**src/rtl/txpybuf_rd.sv**
```systemverilog
// -----------------------------------------------------------------------------
// txpybuf_rd
//
// Transmit payload buffer reader. When a payload starts, this block builds the
// ACL payload header and fetches 32-bit words from the TX payload buffer over a
// request/acknowledge port. It then serialises the header and the payload data
// LSB-first on bufpacketin. One bit is consumed per bit_adv_p strobe.
//
// Ports
//   clk_6M          system clock, all logic on the rising edge
//   rst             synchronous active-high reset
//   py_st_p         payload start pulse; also restarts a payload in flight
//   bit_adv_p       consume the current bit and present the next one
//   existpyheader   payload carries a header (sampled at py_st_p)
//   BRss            1: 8-bit header with 5-bit length, 0: 16-bit header with
//                   10-bit length (sampled at py_st_p)
//   regi_LLID       header LLID
//   regi_FLOW       header FLOW
//   regi_pylenByte  payload length in bytes
//   txbuf_rd_req    read request, held with txbuf_adr until acknowledged
//   txbuf_adr       buffer word address
//   txbuf_rd_ack    one-cycle acknowledge, txbuf_rdat valid in the same cycle
//   txbuf_rdat      read data, byte 0 in [7:0]
//   bufpacketin     current payload bit
//   tx_busy         header or data is being sent
//   tx_done_p       one-cycle pulse after the last data bit is consumed
//   tx_underrun     sticky flag: a data bit was consumed before its word came
// -----------------------------------------------------------------------------
module txpybuf_rd #(
   parameter int ADR_W  = 8,
   parameter int MAXLEN = 1021
) (
   input  logic             clk_6M,
   input  logic             rst,
   input  logic             py_st_p,
   input  logic             bit_adv_p,
   input  logic             existpyheader,
   input  logic             BRss,
   input  logic [1:0]       regi_LLID,
   input  logic             regi_FLOW,
   input  logic [9:0]       regi_pylenByte,
   output logic             txbuf_rd_req,
   output logic [ADR_W-1:0] txbuf_adr,
   input  logic             txbuf_rd_ack,
   input  logic [31:0]      txbuf_rdat,
   output logic             bufpacketin,
   output logic             tx_busy,
   output logic             tx_done_p,
   output logic             tx_underrun
);

   localparam logic [1:0] S_IDLE = 2'd0;
   localparam logic [1:0] S_HDR  = 2'd1;
   localparam logic [1:0] S_DATA = 2'd2;
   localparam logic [1:0] S_DONE = 2'd3;

   localparam logic [9:0] MAXLEN_L = 10'(MAXLEN);

   logic [1:0]  state;
   logic [9:0]  len_q;
   logic [12:0] nbits;
   logic [8:0]  nwords;
   logic [15:0] hdr_shift;
   logic [3:0]  hdr_cnt;
   logic        hdr_short;
   logic [31:0] word_shift;
   logic [31:0] prefetch;
   logic        ws_valid;
   logic        pf_valid;
   logic [12:0] bitcnt;
   logic [8:0]  fetched;

   logic [9:0]  st_len;
   logic [8:0]  st_nwords;
   logic [15:0] st_hdr;
   logic        busy;
   logic        adv_data;
   logic [12:0] nb;
   logic [8:0]  nb_word;
   logic        ack_ok;
   logic        want;
   logic        data_last;
   logic [3:0]  hdr_last;

   // Payload length and header as they will be latched on a start pulse.
   // Basic-rate single-slot payloads only carry a 5-bit length, longer
   // payloads are clamped to the multi-slot maximum.
   always_comb begin
      st_len = regi_pylenByte;
      if (BRss) begin
         st_len = {5'b0, regi_pylenByte[4:0]};
      end else if (regi_pylenByte > MAXLEN_L) begin
         st_len = MAXLEN_L;
      end
      st_nwords = 9'((11'(st_len) + 11'd3) >> 2);
      if (BRss) begin
         st_hdr = {8'b0, st_len[4:0], regi_FLOW, regi_LLID};
      end else begin
         st_hdr = {3'b0, st_len, regi_FLOW, regi_LLID};
      end
   end

   // Bookkeeping shared by the sequencer and the fetch side. nb is the bit
   // index that will be current after this cycle's advance; an arriving word
   // is placed relative to it so a late word still lines up with the stream.
   // Fetched words are counted against the word being consumed: at most the
   // current word and the next one may be held.
   always_comb begin
      busy      = (state == S_HDR) || (state == S_DATA);
      adv_data  = bit_adv_p && (state == S_DATA);
      nb        = bitcnt + {12'b0, adv_data};
      nb_word   = {1'b0, nb[12:5]};
      ack_ok    = txbuf_rd_ack && txbuf_rd_req && busy;
      want      = busy && (fetched < nwords) &&
                  (fetched < ({1'b0, bitcnt[12:5]} + 9'd2));
      data_last = ((bitcnt + 13'd1) == nbits);
      hdr_last  = hdr_short ? 4'd7 : 4'd15;
   end

   // Serial output: header bits, then data bits. A missing data word reads
   // as zeros.
   always_comb begin
      bufpacketin = 1'b0;
      case (state)
         S_HDR:   bufpacketin = hdr_shift[0];
         S_DATA:  bufpacketin = ws_valid & word_shift[0];
         default: bufpacketin = 1'b0;
      endcase
   end

   assign tx_busy = busy;

   // Main sequencer and fetch engine. A start pulse has priority over
   // everything else, so an acknowledge in the restart cycle is dropped and a
   // request that was pending goes low for one cycle before the new payload
   // starts fetching from address 0.
   always_ff @(posedge clk_6M) begin
      if (rst) begin
         state        <= S_IDLE;
         len_q        <= '0;
         nbits        <= '0;
         nwords       <= '0;
         hdr_shift    <= '0;
         hdr_cnt      <= '0;
         hdr_short    <= 1'b0;
         word_shift   <= '0;
         prefetch     <= '0;
         ws_valid     <= 1'b0;
         pf_valid     <= 1'b0;
         bitcnt       <= '0;
         fetched      <= '0;
         txbuf_rd_req <= 1'b0;
         txbuf_adr    <= '0;
         tx_done_p    <= 1'b0;
         tx_underrun  <= 1'b0;
      end else if (py_st_p) begin
         len_q        <= st_len;
         nbits        <= {st_len, 3'b000};
         nwords       <= st_nwords;
         hdr_shift    <= st_hdr;
         hdr_cnt      <= '0;
         hdr_short    <= BRss;
         ws_valid     <= 1'b0;
         pf_valid     <= 1'b0;
         bitcnt       <= '0;
         fetched      <= '0;
         txbuf_adr    <= '0;
         tx_underrun  <= 1'b0;
         txbuf_rd_req <= !txbuf_rd_req && (st_nwords != 9'd0);
         tx_done_p    <= !existpyheader && (st_len == 10'd0);
         if (existpyheader) begin
            state <= S_HDR;
         end else if (st_len == 10'd0) begin
            state <= S_IDLE;
         end else begin
            state <= S_DATA;
         end
      end else begin
         tx_done_p <= 1'b0;

         case (state)
            S_HDR: begin
               if (bit_adv_p) begin
                  hdr_shift <= {1'b0, hdr_shift[15:1]};
                  hdr_cnt   <= hdr_cnt + 4'd1;
                  if (hdr_cnt == hdr_last) begin
                     if (len_q == 10'd0) begin
                        state     <= S_DONE;
                        tx_done_p <= 1'b1;
                     end else begin
                        state <= S_DATA;
                     end
                  end
               end
            end
            S_DATA: begin
               if (bit_adv_p) begin
                  bitcnt <= bitcnt + 13'd1;
                  if (!ws_valid) begin
                     tx_underrun <= 1'b1;
                  end else if (bitcnt[4:0] == 5'd31) begin
                     word_shift <= prefetch;
                     ws_valid   <= pf_valid;
                     pf_valid   <= 1'b0;
                  end else begin
                     word_shift <= {1'b0, word_shift[31:1]};
                  end
                  if (data_last) begin
                     state     <= S_DONE;
                     tx_done_p <= 1'b1;
                  end
               end
            end
            S_DONE: state <= S_IDLE;
            default: state <= S_IDLE;
         endcase

         // The arriving word is either the one being consumed (possibly
         // late, so it is pre-shifted to the current bit), the next one
         // (parked in prefetch), or one whose bits were all already sent as
         // underrun zeros (dropped).
         if (ack_ok) begin
            fetched      <= fetched + 9'd1;
            txbuf_adr    <= txbuf_adr + ADR_W'(1);
            txbuf_rd_req <= 1'b0;
            if (fetched == nb_word) begin
               word_shift <= txbuf_rdat >> nb[4:0];
               ws_valid   <= 1'b1;
            end else if (fetched == (nb_word + 9'd1)) begin
               prefetch <= txbuf_rdat;
               pf_valid <= 1'b1;
            end
         end else if (!busy) begin
            txbuf_rd_req <= 1'b0;
         end else if (!txbuf_rd_req) begin
            txbuf_rd_req <= want;
         end
      end
   end

endmodule

```
**config.mk**
```make
export PLATFORM = sky130hd
export DESIGN_NAME = txpybuf_rd
export DESIGN_NICKNAME = d
export VERILOG_FILES = /design/src/rtl/txpybuf_rd.sv
export SDC_FILE = /design/constraint.sdc
export NUM_CORES = 1
export LEC_CHECK = 0
export BUFFER_PORTS_ARGS = -buffer_cell sky130_fd_sc_hd__buf_2
export CORE_ASPECT_RATIO = 2
export CORE_MARGIN = 1
export CORE_UTILIZATION = 64
export DETAILED_ROUTE_END_ITERATION = 7
export GPL_TIMING_DRIVEN = 0
export PLACE_DENSITY = 0.84
export SLEW_MARGIN = 5
export SYNTH_ARGS = -nofsm -noshare
export SYNTH_HDL_FRONTEND = slang
export SYNTH_SLANG_ARGS = --single-unit
```
**constraint.sdc**
```tcl
create_clock -name clk_6M -period 6.3 [get_ports clk_6M]
set_input_delay 0 -clock clk_6M [delete_from_list [all_inputs] [get_ports clk_6M]]
set_output_delay 0 -clock clk_6M [all_outputs]
set_load 0.1 [all_outputs]
```
; Word level (Yosys, flattened, before mapping)
; Cells that the tools add are included.
[classes]
magnitude_cmp = 3
n_reduce_logical = 22
eq_ne = 11
mux = 47
addsub = 8
bitwise_logic = 4
shifts = 1
[ops]
columns = op, n
row1 = $mux 32, 6
row2 = $mux 16, 3
row3 = $shr 32x5->32, 1
row4 = $mux 1, 24
row5 = $logic_not 10->1, 2
row6 = $mux 10, 2
row7 = $lt 9x9->1, 2
row8 = $mux 2, 7
row9 = $add 13x1->13, 1
row10 = $add 13x1->13 const B, 1
row11 = $eq 13x13->1, 1
row12 = $mux 13, 1
row13 = $add 10x2->11 const B, 1
row14 = $gt 10x10->1 const B, 1
row15 = $add 8x1->9 const B, 1
row16 = $add 8x2->9 const B, 1
row17 = $add 9x1->9 const B, 1
row18 = $eq 9x8->1, 1
row19 = $eq 9x9->1, 1
row20 = $ne 3x3->1 const B, 3
row21 = $reduce_bool 9->1, 1
row22 = $add 8x1->8 const B, 1
row23 = $reduce_and 4->1, 2
row24 = $logic_and 1x1->1, 7
row25 = 17 further kinds, 24
[word_totals]
reg_bits = 141
in_bits = 52
elab_cells = 112
out_inout_bits = 13

; Depth between registers and ports, before layout
[depth]
depth_word = 8
depth_mapped = 19

; Least setup slack after synthesis
; OpenSTA, ideal clock, no wires.
[synth_timing]
path_kind = reg2reg
startpoint = reg state[0]
endpoint = reg prefetch[0]
path_slack_ns = 2.572
arrival_ns = 3.601
period_less_slack_ns = 3.728
path_stages_with_launch = 18
path_cell_list = dfxtp_1 > inv_1 > ha_1 > nand2_1 > clkinv_1 > ha_1 > ha_1 > nand3_4 > or4_4 > a221oi_4 > nand4_1 > mux2_2 > o31ai_1 > or4b_1 > buf_2 > buf_6 > mux2i_1 > nor2_1
[synth_via]
elab_chain_cells = 6
[synth_rtl]
columns = item, line_no
row1 = start: declaration, 59  ; logic [1:0] state;
row2 = start signal: assignment, 139  ; state <= S_IDLE;
row3 = start signal: assignment, 172  ; state <= S_HDR;
row4 = start signal: assignment, 174  ; state <= S_IDLE;
row5 = $eq 2x2->1, "109, 110"
row6 = $logic_and 1x1->1, 110  ; adv_data = bit_adv_p && (state == S_DATA);
row7 = $add 13x1->13, 111  ; nb = bitcnt + {12'b0, adv_data};
row8 = $add 8x1->9 or $eq 9x8->1 (tied branches), "229, 226"
row9 = $eq 9x9->1 or $not 1->1 (tied branches), --
row10 = $reduce_and 4->1 (no source line) *, --
row11 = end signal: assignment, 230  ; prefetch <= txbuf_rdat;
row12 = end: declaration, 67  ; logic [31:0] prefetch;
; Every way passes the cells marked *; elsewhere a longest branch is shown, timed or not.
; A chain may end at the register's enable or synchronous reset.

; Worst setup path after layout
[layout_timing]
startpoint = reg state[0]
endpoint = reg word_shift[1]
[layout_via]
elab_chain_cells = 6
[layout_rtl]
columns = item, line_no
row1 = $eq 2x2->1, "109, 110, 181"
row2 = $logic_and 1x1->1, 110
row3 = $add 13x1->13, 111
row4 = $shr 32x5->32 or $eq 9x8->1 (tied branches), "227, 226"
row5 = $mux 32, 226  ; if (fetched == nb_word) begin
row6 = $mux 32 *, 222  ; if (ack_ok) begin
row7 = end signal: assignment, 202  ; word_shift <= prefetch;
row8 = end signal: assignment, 206  ; word_shift <= {1'b0, word_shift[31:1]};
row9 = end signal: assignment, 227  ; word_shift <= txbuf_rdat >> nb[4:0];
row10 = end: declaration, 66  ; logic [31:0] word_shift;
; Marked as above.

==> results.md <==
Timing:
- Based on the critical path, the design can be clocked at up to 204.8 MHz.
- The tightest hold path in the finished design has a slack of 0.03099 ns.
- The worst pin sits at a relative slew slack of 0.2960.
- The max-slew violation count is 0.
- The final critical-path setup slack is 1.416 ns.
- The number of hold violations in the final report is 0.
- At the pin with the least slew margin, the transition time is 1.056 ns.
- Dividing the final minimum period by the clock period gives 0.7752.
- Setup violations remaining at the end of the flow were counted as 0.
- The clock period minus final worst setup slack is 4.884 ns.
- The setup skew after layout is 0.01289 ns.
- Setup repair after global routing left no endpoint under its margin.
- The final-layout setup total negative slack is 0 ns.

Placed design:
- The number of cells after detailed placement is 1,396.
- The final weighted congestion of routability-driven global placement is 1.017.
- The count of port buffers added during placement is 63.
- The setup slack after placement is 1.722 ns.
- Once detailed placement completed, the half-perimeter wirelength came to 24,470 um.
- The placed instance area is 9796 um2.

Synth:
- The share of synthesized area in the top cell type comes to 0.2989.
- The share of the Yosys chip area taken by registers is 0.2989.
- The number of instances in the synthesized netlist is 1,144.
- The share of synthesized flip-flops with an asynchronous set or reset is 0.
- The cell type with the largest total area after synthesis is sky130_fd_sc_hd__dfxtp_1.
- The number of synthesis warnings is 0.
- The count of distinct cell types in the synthesized netlist is 61.
- The post-synthesis cell area is 9244 um2.
- The most used flip-flop cell after synthesis is sky130_fd_sc_hd__dfxtp_1.
- After synthesis, the mean cell area works out to 8.080 um2.
- The number of enable flip-flop cells after synthesis is 0.
- In the post-synthesis netlist, the biggest area contributors are sky130_fd_sc_hd__dfxtp_1 30%, sky130_fd_sc_hd__mux2i_1 12%, sky130_fd_sc_hd__nor2_1 7.1%.
- The register bit count reported by yosys is 138.
- When the netlist entered floorplanning its net count stood at 1,223.

Finish:
- The fraction of layout instances using a drive strength above 1 is 0.1083.
- The utilization after layout is 0.7726.
- The area growth from synthesis to layout is 16.74%.
- The count of cells in the finished layout, fillers not included, comes to 1,473.
- The net count of the finished layout is 1,349.
- The count of fill cells added during filler insertion is 1,024.
- The final instance area is 10,790 um2.
- The most common cell after layout, fill and taps aside is sky130_fd_sc_hd__nor2_1.
- In the layout the commonest cells are 174 x sky130_fd_sc_hd__nor2_1, 138 x sky130_fd_sc_hd__dfxtp_1, 129 x sky130_fd_sc_hd__nand2_1.

GRT:
- The global-route congestion overflow total is 0.
- The maximum number of pins on one net before global-route repair is 17.
- In the global route stage, overall resource usage came out at 0.4667.
- The number of antenna violations at the first check in global routing was 2.
- The wire length of the first global-routing pass is 51,340 um.
- The via count of the first global-routing pass is 9,719.

Critical path:
- The kind of launch point of the worst setup path is a flip-flop.
- For the worst setup path, the data arrival time is 5.21 ns.
- The maximum fanout encountered on the critical timing path is 10.
- The signal on the critical path passes through inv_1 > ha_1 > nand2_1 > clkinv_1 > ha_1 > clkbuf_1 > buf_1 > nand2_1 > o22ai_1 > nor2_1 > nor2_1 > o21ai_0 > nor2_1 > a311oi_1 > a2111oi_0.
- The dominant delay contributor by cell family on the critical path is buffers and inverters.
- The cell with the most instances on the worst path is sky130_fd_sc_hd__nor2_1.
- The buffering stage count on the worst path with inverters included is 4.
- The cell at the slowest stage of the critical path is sky130_fd_sc_hd__buf_1.
- The kind of end point of the critical path is a flip-flop.
- STA puts the critical path data required time at 6.62 ns.
- By startpoint and endpoint, the worst setup path is classified as flip-flop to flip-flop.
- The highest cell delay on the worst timing path is 0.73 ns.

Worst hold path:
- The tightest min-delay check is of the input pin to flip-flop type.

Clock tree:
- The number of buffers on the longest clock path is 2.
- The clock root buffer is sky130_fd_sc_hd__clkbuf_16.
- TritonCTS built the clock tree.
- The clock net in this run drives a total of 138 sinks.
- The H-tree generated during clock tree synthesis spans 4 levels.
- The CTS clock-pin slew for the worst setup and hold paths is 0.07 ns.
- The clock latency of the later-clocked register in the worst-skew pair is 0.45 ns.
- In this run, CTS created clock tree buffers numbering 17.

Floorplanning:
- The vertical die dimension is 172.0 um.
- For this design the top-level I/O count stands at 65.
- Row generation in the floorplan step produced 61 rows.
- The die span in x is 86.98 um.
- The placeable core region is 13,970 um2.
- The overall die area is 14,960 um2.
- The effective utilization at floorplan is 0.6618.

Power:
- Across the VDD grid, the largest voltage drop is 230.0 uV.
- The post-layout total power is 2.258 mW.
- The analysis attributes to cell leakage a power of 4.275 nW.
- In this run the power density over the cells is 209.3 nW/um2.

Drt:
- The final antenna-violating net count is 0.
- The via count is 9,697.
- The number of search-and-repair iterations in the first detailed-routing pass is 6.
- The violation count after the first detailed-routing iteration is 782.
- For this block, the routed nets add up to 33,650 um of wire.
- After detailed routing, the average wire length per cell comes to 22.84 um.
- The average via count per standard cell is 6.583.
- After detailed routing, the number of remaining DRC violations is 0.

Run:
- The tool flagged a number of max-cap violations equal to 0.

Status:
- The flow ran to the end, and the final reports show no timing, DRC or antenna violations.
==> tightest hold or removal path: stages <==
cell and delay (ns):
sky130_fd_sc_hd__buf_2 0.11, sky130_fd_sc_hd__nand2b_1 0.20, sky130_fd_sc_hd__a211oi_1 0.12
==> layout make-up <==
| class | count | area [um2] | area share |
|---|---|---|---|
| Antenna cell | 1 | 2.502 | 0.0002319 |
| Buffer | 86 | 357.8 | 0.03316 |
| Clock buffer | 17 | 425.4 | 0.03942 |
| Clock inverter | 15 | 127.6 | 0.01183 |
| Inverter | 25 | 93.84 | 0.008696 |
| Multi-Input combinational cell | 895 | 6030 | 0.5587 |
| Sequential cell | 138 | 2763 | 0.2560 |
| Tap cell | 189 | 236.5 | 0.02191 |
| Timing Repair Buffer | 107 | 755.7 | 0.07003 |
==> power by group <==
group          switching [mW]  total, mW  internal, mW  leakage (nW)
logic                   0.232      0.370         0.139          2.89
clock network           0.452      0.968         0.517         0.262
registers              0.0216      0.920         0.898          1.12
total                   0.705       2.26          1.55          4.27
==> cell usage after synthesis (all sizes together) (6+ instances only) <==
| library cell | count |
|---|---|
| xor2 | 31 |
| nand3 | 38 |
| mux2i | 113 |
| mux4 | 16 |
| nor2 | 174 |
| or3 | 11 |
| clkbuf | 56 |
| dfxtp | 138 |
| a21o | 9 |
| inv | 24 |
| nand4 | 14 |
| a211oi | 43 |
| xnor2 | 41 |
| a311oi | 10 |
| and3 | 17 |
| nor4 | 9 |
| o21ai | 34 |
| nand2 | 129 |
| a2111oi | 15 |
| o211ai | 7 |
| nor3 | 27 |
| o22ai | 6 |
| a31oi | 8 |
| buf | 30 |
| a21oi | 59 |
| ha | 27 |
==> metal layers <==
layer | share of wire | vias to the layer above | global-route usage
met3 | 0.073 | 277 | 0.1131
met2 | 0.50 | 625 | 0.8127
met5 | 0 | - | 0
met1 | 0.31 | 4435 | 0.4011
li1 | - | 4360 | -
met4 | 0.12 | 0 | 0.5217
==> registers in the layout, summed over array words and instances, names as in the netlist <==
name and cells:
tx_underrun 1, hdr_cnt 4, hdr_short 1, nbits 10
txbuf_adr 8, fetched 9, prefetch 32, pf_valid 1
hdr_shift 13, ws_valid 1, word_shift 32, tx_done_p 1
txbuf_rd_req 1, state 2, nwords 9, bitcnt 13
==> logic make-up after synthesis <==
family,synth area share
buffers and inverters,0.04886
adder cells (fa/ha/maj),0.03655
flip-flops,0.2989
AO/OA/AOI/OAI,0.1527
multiplexers,0.1674
AND/OR/NAND/NOR,0.2177
XOR/XNOR,0.07796
==> repair_timing <==
action                                 4_1_cts  5_1_grt
endpoints found under the hold margin       52        0
resized for setup                            0        0
hold buffers                                44        0
buffers inserted                             0        0
==> path summary, 6_finish.rpt <==
path	startpoint	to	slack (ns)	cells after the start
max reg2reg	state[0]	word_shift[1]	1.42	15
max	state[0]	word_shift[1]	1.42	15
min reg2reg	nwords[8]	nwords[8]	0.46	2
min	regi_pylenByte[7]	hdr_shift[10]	0.03	3
(Power assumes the default switching activity.)
